<file path="src/rtl/sched_rr4_if.sv">
// Bundle of FIFO-side signals for sched_rr4: source FIFO flags/data in, destination pushes out.
// master = scheduler side, slave = FIFO/environment side.
interface sched_rr4_if #(
  parameter int DATA_W = 12
);
  logic [3:0]        empty;
  logic [3:0]        almost_full;
  logic [DATA_W-1:0] data_in0;
  logic [DATA_W-1:0] data_in1;
  logic [DATA_W-1:0] data_in2;
  logic [DATA_W-1:0] data_in3;
  logic [3:0]        pop;
  logic [3:0]        push;
  logic [DATA_W-1:0] data_out;
  logic [1:0]        grant;
  logic              idle;

  modport master (
    input  empty, almost_full, data_in0, data_in1, data_in2, data_in3,
    output pop, push, data_out, grant, idle
  );

  modport slave (
    output empty, almost_full, data_in0, data_in1, data_in2, data_in3,
    input  pop, push, data_out, grant, idle
  );
endinterface

</file>
<file path="src/rtl/sched_rr4.sv">
// Weighted round-robin scheduler draining class FIFOs 0-3 into destination FIFOs 4-7.
// Optional SCHED_STRICT_PRIO_EN: selections pick the lowest-index non-empty source.
module sched_rr4 #(
  parameter int DATA_W = 12,
  parameter int BURST  = 4
) (
  input  logic       clk,
  input  logic       reset,
  sched_rr4_if.master bus
);

  typedef enum logic [1:0] {IDLE, SERVE, HOLD} state_t;

  state_t      state_q, state_d;
  logic [1:0]  cur_q, cur_d;
  logic [3:0]  bcnt_q, bcnt_d;
  logic        pv_q;
  logic [1:0]  psrc_q;

  logic              af_any;
  logic              pop_en;
  logic [3:0]        avail;
  logic [2:0]        nxt;
  logic [DATA_W-1:0] word;

  // Returns {found, index} of the next source to own.
  function automatic logic [2:0] pick_src(input logic [1:0] from, input logic [3:0] av);
    logic [2:0] res;
    logic [1:0] idx;
    res = '0;
`ifdef SCHED_STRICT_PRIO_EN
    idx = from;
    for (int unsigned i = 0; i < 4; i++) begin
      idx = 2'(i);
      if (av[idx] && !res[2]) res = {1'b1, idx};
    end
`else
    for (int unsigned k = 1; k <= 4; k++) begin
      idx = from + 2'(k);
      if (av[idx] && !res[2]) res = {1'b1, idx};
    end
`endif
    return res;
  endfunction

  assign af_any = |bus.almost_full;
  assign avail  = ~bus.empty;
  assign pop_en = (state_q == SERVE) && !bus.empty[cur_q] && !af_any;
  assign nxt    = pick_src(cur_q, avail);

  always_comb begin
    state_d = state_q;
    cur_d   = cur_q;
    bcnt_d  = bcnt_q;
    case (state_q)
      IDLE: begin
        if ((|avail) && !af_any) begin
          state_d = SERVE;
          cur_d   = nxt[1:0];
          bcnt_d  = '0;
        end
      end
      SERVE: begin
        if (af_any) begin
          state_d = HOLD;
        end else if (pop_en) begin
          if (bcnt_q == 4'(BURST - 1)) begin
            cur_d  = nxt[1:0];
            bcnt_d = '0;
          end else begin
            bcnt_d = bcnt_q + 4'd1;
          end
        end else begin
          bcnt_d = '0;
          if (nxt[2]) cur_d = nxt[1:0];
          else        state_d = IDLE;
        end
      end
      HOLD: begin
        if (!af_any) state_d = SERVE;
      end
      default: state_d = IDLE;
    endcase
  end

  always_ff @(posedge clk) begin
    if (reset) begin
      state_q <= IDLE;
      cur_q   <= 2'd3;
      bcnt_q  <= '0;
      pv_q    <= 1'b0;
      psrc_q  <= '0;
    end else begin
      state_q <= state_d;
      cur_q   <= cur_d;
      bcnt_q  <= bcnt_d;
      pv_q    <= pop_en;
      psrc_q  <= cur_q;
    end
  end

  always_comb begin
    word = '0;
    case (psrc_q)
      2'd0: word = bus.data_in0;
      2'd1: word = bus.data_in1;
      2'd2: word = bus.data_in2;
      default: word = bus.data_in3;
    endcase
  end

  // Gating with reset drops a word popped the cycle before reset.
  assign bus.data_out = (pv_q && !reset) ? word : '0;
  assign bus.push     = (pv_q && !reset) ? (4'b0001 << word[9:8]) : '0;
  assign bus.pop      = pop_en ? (4'b0001 << cur_q) : '0;
  assign bus.grant    = cur_q;
  assign bus.idle     = (state_q == IDLE) && !pv_q;

endmodule

</file>
<file path="src/flat_wrapper.sv">
// flat-port wrapper written by rule: the top's interface ports become plain ports
module sched_rr4_flat 
#(
  parameter int DATA_W = 12,
  parameter int BURST  = 4
)
  (clk, reset, bus_empty, bus_almost_full, bus_data_in0, bus_data_in1, bus_data_in2, bus_data_in3, bus_pop, bus_push, bus_data_out, bus_grant, bus_idle);
  sched_rr4_if #(.DATA_W(DATA_W)) bus_i ();
  input  logic clk;
  input  logic reset;
  input wire logic [$bits(bus_i.empty)-1:0] bus_empty;
  input wire logic [$bits(bus_i.almost_full)-1:0] bus_almost_full;
  input wire logic [$bits(bus_i.data_in0)-1:0] bus_data_in0;
  input wire logic [$bits(bus_i.data_in1)-1:0] bus_data_in1;
  input wire logic [$bits(bus_i.data_in2)-1:0] bus_data_in2;
  input wire logic [$bits(bus_i.data_in3)-1:0] bus_data_in3;
  output wire logic [$bits(bus_i.pop)-1:0] bus_pop;
  output wire logic [$bits(bus_i.push)-1:0] bus_push;
  output wire logic [$bits(bus_i.data_out)-1:0] bus_data_out;
  output wire logic [$bits(bus_i.grant)-1:0] bus_grant;
  output wire logic [$bits(bus_i.idle)-1:0] bus_idle;
  assign bus_i.empty = bus_empty;
  assign bus_i.almost_full = bus_almost_full;
  assign bus_i.data_in0 = bus_data_in0;
  assign bus_i.data_in1 = bus_data_in1;
  assign bus_i.data_in2 = bus_data_in2;
  assign bus_i.data_in3 = bus_data_in3;
  assign bus_pop = bus_i.pop;
  assign bus_push = bus_i.push;
  assign bus_data_out = bus_i.data_out;
  assign bus_grant = bus_i.grant;
  assign bus_idle = bus_i.idle;
  sched_rr4 #(.DATA_W(DATA_W), .BURST(BURST)) u_core (.clk(clk), .reset(reset), .bus(bus_i));
endmodule
</file>
<file path="config.mk">
export PLATFORM = sky130hd
export DESIGN_NAME = sched_rr4_flat
export DESIGN_NICKNAME = d
export VERILOG_FILES = /design/src/rtl/sched_rr4_if.sv /design/src/rtl/sched_rr4.sv /design/src/flat_wrapper.sv
export SDC_FILE = /design/constraint.sdc
export NUM_CORES = 1
export LEC_CHECK = 0
export CORE_ASPECT_RATIO = 1.25
export CORE_MARGIN = 5
export CORE_UTILIZATION = 38
export CTS_CLUSTER_DIAMETER = 50
export CTS_CLUSTER_SIZE = 10
export DETAILED_ROUTE_END_ITERATION = 10
export HOLD_SLACK_MARGIN = 0.02
export PLACE_DENSITY = 0.86
export SLEW_MARGIN = 40
export SYNTH_ARGS = -nofsm -noshare
export SYNTH_HDL_FRONTEND = slang
export SYNTH_SLANG_ARGS = --single-unit
</file>
<file path="constraint.sdc">
create_clock -name clk -period 2.4 [get_ports clk]
set_input_delay 0.24 -clock clk [delete_from_list [all_inputs] [get_ports clk]]
set_output_delay 0.24 -clock clk [all_outputs]
set_load 0.1 [all_outputs]
</file>
==> flow_metrics.py, run 1 <==
metrics = {
    "yosys": {
        "synth-seq-cells": 11,
        "syn_avg_cell_area_um2": 9.94,
        "yosysWarnings": 0,
        "yosysTopAreaCell": "mux4_2",
        "netlist-cell-type-count": 35,
        "async_reset_ff_share_pct": 0,
        "synth-edff-count": 0,
        "synth-seq-area-share_pct": 19.1,
        "ys_top_cells_by_area": "mux4_2, dfxtp_1, nor2b_1",
        "syn_nets": 179,
        "yosysTopAreaCellShare_pct": 23.4,
        "ys.flop_type": "dfxtp_1",
        "syn_inst": 116,
        "synth_area_mm2": 0.00115,
    },
    "placed_design": {
        "gp_congestion": 0.841,
        "dp_slack_ns": 0.262,
        "dp_cells": 232,
        "numPortBuffers": 80,
        "dp_hpwl_mm": 3.64,
    },
    "pwr": {
        "combinationalPowerShare_pct": 41.0,
        "pwr-share-clk_pct": 23.2,
        "cellPowerDensity_mw_per_mm2": 243,
        "p_switching_mw": 0.149,
        "cell_internal_pwr_mw": 0.404,
        "p_leak_nw": 0.870,
        "peakVddDrop_uv": 283,
        "power.share.switching_pct": 26.9,
        "p_seq_share_pct": 35.9,
    },
    "flow_run": {
        "cap_violations": 0,
    },
    "finish": {
        "fin_nets": 264,
        "syn_to_final_growth_pct": 97.5,
        "diodes": 0,
        "final_common_cell": "clkdlybuf4s50_1",
        "layout_common_cells": "clkdlybuf4s50_1, buf_12, mux4_2",
        "fill_cells": 188,
        "multiInputGateArea_um2": 935,
        "seqCellArea_um2": 223,
        "final_cells": 236,
        "layout-drive-gt1-share_pct": 36.5,
    },
    "hold_path": {
        "hold_start": "u_core.bcnt_q[1]",
        "min_to": "u_core.bcnt_q[1]",
        "hp-class": "register to register",
        "min_path_cells": 2,
    },
    "sta": {
        "fin_crit_ns": 2.25,
        "hold_viol_final": 0,
        "setup_ws_ns": 0.150,
        "rsz0062_at_grt": "false",
        "setup_viol": 0,
        "worst_pin_slew_ns": 0.474,
        "maxSlewViolCount": 0,
        "finalClockSkew_ns": 0.0121,
        "setup_tns_ns": 0,
        "fmax_mhz": 444,
        "relSlewSlack_pct": 68.4,
        "period_share_pct": 93.8,
        "holdWs_ns": 0.559,
    },
    "floorplanning": {
        "io-pin-count": 81,
        "die-area_mm2": 0.00424,
        "initial_core_util_pct": 39.2,
        "rows": 22,
        "die_w_um": 59.3,
        "fp.dieH_um": 71.6,
        "core_area_mm2": 0.00295,
    },
    "critical_path": {
        "r2r_cells": 5,
        "endpoint_kind": "output port",
        "critPathKind": "register to output port",
        "cp.required_ns": 2.16,
        "cp.arrival_ns": 2.01,
        "reg2reg_from": "u_core.bus.grant[0]",
        "reg2reg_slack_ns": 0.62,
        "timing.rr.end": "u_core.bus.grant[1]",
        "cp-start-kind": "register",
        "crit_fanout": 14,
    },
    "detailed_routing": {
        "drt-pass1-iter-count": 4,
        "via_count": 1304,
        "drc_errors": 0,
        "via_per_inst": 5.53,
        "wl_per_cell_um": 17.8,
        "ant_nets": 0,
        "initialDrtViolationCount": 25,
        "drt_wl_total_mm": 4.19,
    },
    "clock_network": {
        "cts.path.max_buffers": 2,
        "cts_root_buffer": "clkbuf_4",
        "hold_buffers": 0,
        "cts_resized": 0,
        "cts_made_buffers": 3,
        "clkTransAtPathRegs_ns": 0.07,
        "h-tree-depth": 1,
        "insertion_delay_ns": 0.28,
        "cts_setup_buffers": 0,
        "cts_sinks": 11,
        "cts_tree": "done",
    },
    "grt": {
        "grt_first_pass_wirelength_mm": 6.07,
        "grt_start_max_net_pins": 15,
        "first_global_vias": 1329,
        "grt_overflow": 0,
        "antenna_found_initial": 0,
        "grt.total_usage_pct": 18.8,
    },
    "run_status": {
        "status": "finished, final reports clean",
    },
}
[power groups by stage]
stage               logic (mW)  registers, mW  clock network, mW
finish                   0.227          0.198              0.128
CTS                      0.227          0.199              0.127
global route             0.240          0.200              0.138
global placement         0.219          0.203                  0
floorplan                0.104          0.203                  0
detailed placement       0.227          0.203                  0
[cell type report]
class	count	area share (%)
sequential	11	9.77
inverter	5	0.824
multi-input combinational	95	41.0
clock buffer	4	1.15
timing repair buffer	85	45.2
tap	36	1.98
[state kept, by name, indices dropped and copies added, names as in the netlist]
name / count
u_core.bcnt_q: 4
u_core.bus.grant: 2
u_core.psrc_q: 2
u_core.pv_q: 1
u_core.state_q: 2
[cell usage after synthesis (4+ instances only)]
cell type  number
nor2_1          9
dfxtp_1        11
ha_1            5
mux4_2         12
nand2_1         4
nor3_1          5
inv_1           5
nor2b_1        14
a21oi_1         4
mux2i_1         4
and2_1          4
[worst max-delay path: stages (launching register included)]
cell and delay (ns):
dfxtp_2 0.51, mux2_2 0.43, mux2i_4 0.19, and3_4 0.25, and2_2 0.18, buf_12 0.17
[logic make-up after synthesis]
family / count (synthesis) / synth area share (%)
DFF: 11 / 19.1
buffers and inverters: 10 / 4.01
and+or+nand+nor: 47 / 23.9
AOI/OAI and AO/OA: 19 / 12.3
muxes: 21 / 33.1
adders and majority gates: 5 / 5.42
xor gates and xnor gates: 3 / 2.28
[how the worst max path moves through the flow]
stage | start | endpoint | slack, ns | depth (start not counted)
final | u_core.bus.grant[0] | bus_pop[0] | 0.15 | 5
after global routing | u_core.bus.grant[0] | bus_pop[0] | 0.09 | 5
after CTS | u_core.bus.grant[0] | bus_pop[0] | 0.17 | 5
after detailed placement | bus_empty[1] | bus_pop[0] | 0.26 | 6
after global placement | bus_empty[1] | bus_pop[2] | 0.36 | 6
after floorplan | u_core.psrc_q[0] | bus_push[3] | 0.01 | 3
[per-stage QoR]
| step | cell area [um^2] | total power [mW] | util [%] |
|---|---|---|---|
| global route | 2280 | 0.578 | 77.4 |
| floorplan | 1200 | 0.307 | - |
| global placement | 2250 | 0.422 | 76.5 |
| CTS | 2280 | 0.553 | 77.4 |
| finish | 2280 | 0.553 | 77.4 |
| detailed placement | 2250 | 0.430 | 76.5 |
[per-layer routing]
metal	GRT usage [%]	share of wire, %
met1	18.4	33
met2	37.3	52
met3	4.50	13
met4	5.29	1.7
met5	0	0
(Power assumes the default switching activity.)
==> run 2, diff against run 1 <==
--- a/config.mk
+++ b/config.mk
@@ -17,3 +17,4 @@
 export SYNTH_ARGS = -nofsm -noshare
 export SYNTH_HDL_FRONTEND = slang
 export SYNTH_SLANG_ARGS = --single-unit
+export TNS_END_PERCENT = 1
==> run 2 against run 1 <==
  * Utilization is 1.3 points lower
  * Power shrank 0.83%
  * Flip-flop and latch count unchanged
  * Clock power is essentially flat
  * Count of clock-buffer cells in the layout unchanged
  * Final cell count increased by 0.42%
  * Sequential share of layout area grew 0.052 points
  * Critical path depth stayed put
  * Fmax is essentially flat
  * Hold slack better by 0.025 ns
  * Critical path type unchanged
  * Critical endpoint is now bus_pop[1]
  * Largest power group unchanged
  * Highest routed layer unchanged
==> flow_metrics.py, run 2 (synthesis gave the netlist of run 1 again) <==
metrics = {
    "placed_design": {
        "gp_congestion": 0.863,
        "dp_cells": 233,
        "numPortBuffers": 80,
        "dp_hpwl_mm": 3.55,
        "placed_area_mm2": 0.00221,
    },
    "finish": {
        "fin_nets": 265,
        "top_register": "u_core.bcnt_q",
        "layout-drive-gt1-share_pct": 27.4,
        "final_cells": 237,
        "finish.instance_area_mm2": 0.00224,
        "layout_common_cells": "clkdlybuf4s50_1, buf_12, nor2b_1",
        "syn_to_final_growth_pct": 94.3,
        "largest_reg_flops": 4,
        "final_common_cell": "clkdlybuf4s50_1",
        "diodes": 0,
    },
    "clock_network": {
        "clkTransAtPathRegs_ns": 0.07,
        "cts.path.max_buffers": 2,
        "hold_buffers": 0,
        "cts_setup_buffers": 0,
        "insertion_delay_ns": 0.27,
        "h-tree-depth": 1,
        "cts_sinks": 11,
        "cts_root_buffer": "clkbuf_4",
        "cts_resized": 0,
        "cts_tree": "done",
        "cts_made_buffers": 3,
    },
    "floorplanning": {
        "core_area_mm2": 0.00295,
        "io-pin-count": 81,
        "die-area_mm2": 0.00424,
        "initial_core_util_pct": 39.2,
        "fp.dieH_um": 71.6,
        "die_w_um": 59.3,
        "rows": 22,
    },
    "sta": {
        "rsz0062_at_grt": "false",
        "hold_viol_final": 0,
        "relSlewSlack_pct": 76.1,
        "setup_viol": 0,
        "period_share_pct": 93.8,
        "worst_pin_slew_ns": 0.356,
        "finalClockSkew_ns": 0.00670,
        "fin_crit_ns": 2.25,
        "fmax_mhz": 444,
        "maxSlewViolCount": 0,
    },
    "critical_path": {
        "max_stage_delay_ns": 0.52,
        "cp.arrival_ns": 2.01,
        "cp_slowest_cell": "dfxtp_1",
        "critPathKind": "register to output port",
        "cp-start-kind": "register",
        "crit_fanout": 9,
        "reg2reg_slack_ns": 0.48,
        "cp_cell_sequence": "mux2_2 > mux2i_4 > and3_4 > and2_1 > buf_12",
        "cp.required_ns": 2.16,
        "endpoint_kind": "output port",
    },
    "grt": {
        "grt.total_usage_pct": 19.5,
        "antenna_found_initial": 0,
        "first_global_vias": 1393,
        "grt_start_max_net_pins": 13,
        "grt_first_pass_wirelength_mm": 6.42,
        "grt_overflow": 0,
    },
    "pwr": {
        "p_leak_nw": 0.862,
        "cellPowerDensity_mw_per_mm2": 245,
        "peakVddDrop_uv": 243,
    },
    "run_status": {
        "status": "finished, final reports clean",
    },
    "detailed_routing": {
        "ant_nets": 0,
        "initialDrtViolationCount": 63,
        "drc_errors": 0,
        "wl_per_cell_um": 17.2,
        "drt_wl_total_mm": 4.08,
        "via_per_inst": 5.49,
        "drt-pass1-iter-count": 4,
        "via_count": 1301,
    },
    "flow_run": {
        "cap_violations": 0,
    },
    "hold_path": {
        "hp-class": "register to register",
    },
}
-- run 2: metal layers --
layer	global-route usage, %	share of wire [%]	routed length [um]
met4	4.28	0.51	21
met5	0	0	0
met2	36.7	49	2010
met1	20.2	37	1500
met3	6.49	13	550
-- run 2: final cells by class --
cell class              instances  area [um^2]
repair buffers                 86         1040
flip-flops and latches         11          220
fillers                       194          704
multi-input cells              95          892
clock buffers                   4         26.3
well taps                      36         45.0
inverters                       5         18.8
-- run 2: path summary, 6_finish.rpt --
kind,cells past startpoint,endpoint,start
setup / recovery,5,bus_pop[1],u_core.bus.grant[0]
hold / removal,2,u_core.bcnt_q[2],u_core.bcnt_q[2]
setup reg to reg,6,u_core.bus.grant[0],u_core.bus.grant[0]
hold reg to reg,2,u_core.bcnt_q[2],u_core.bcnt_q[2]
-- run 2: critical path, delay by kind of cell (launching register included) --
family	cells	cell delay, ns
muxes	2	0.62
DFF	1	0.52
buffers and inverters	1	0.18
and+or+nand+nor	2	0.42
-- run 2: through the flow --
stage	setup WS (ns)	power [mW]	hold slack, ns	setup TNS (ns)	util, %
global placement	0.334	0.418	0.517	0	75.2
CTS	0.154	0.548	0.577	0	76.1
detailed placement	0.276	0.426	0.558	0	75.2
global route	0.0559	0.569	0.594	0	76.1
floorplan	-0.843	0.304	0.312	-4.77	-
finish	0.149	0.549	0.584	0	76.1
-- run 2: power by group --
group          switching, mW  internal, mW
clock network         0.0628        0.0643
registers            0.00619         0.186
logic                 0.0777         0.151
total                  0.147         0.402
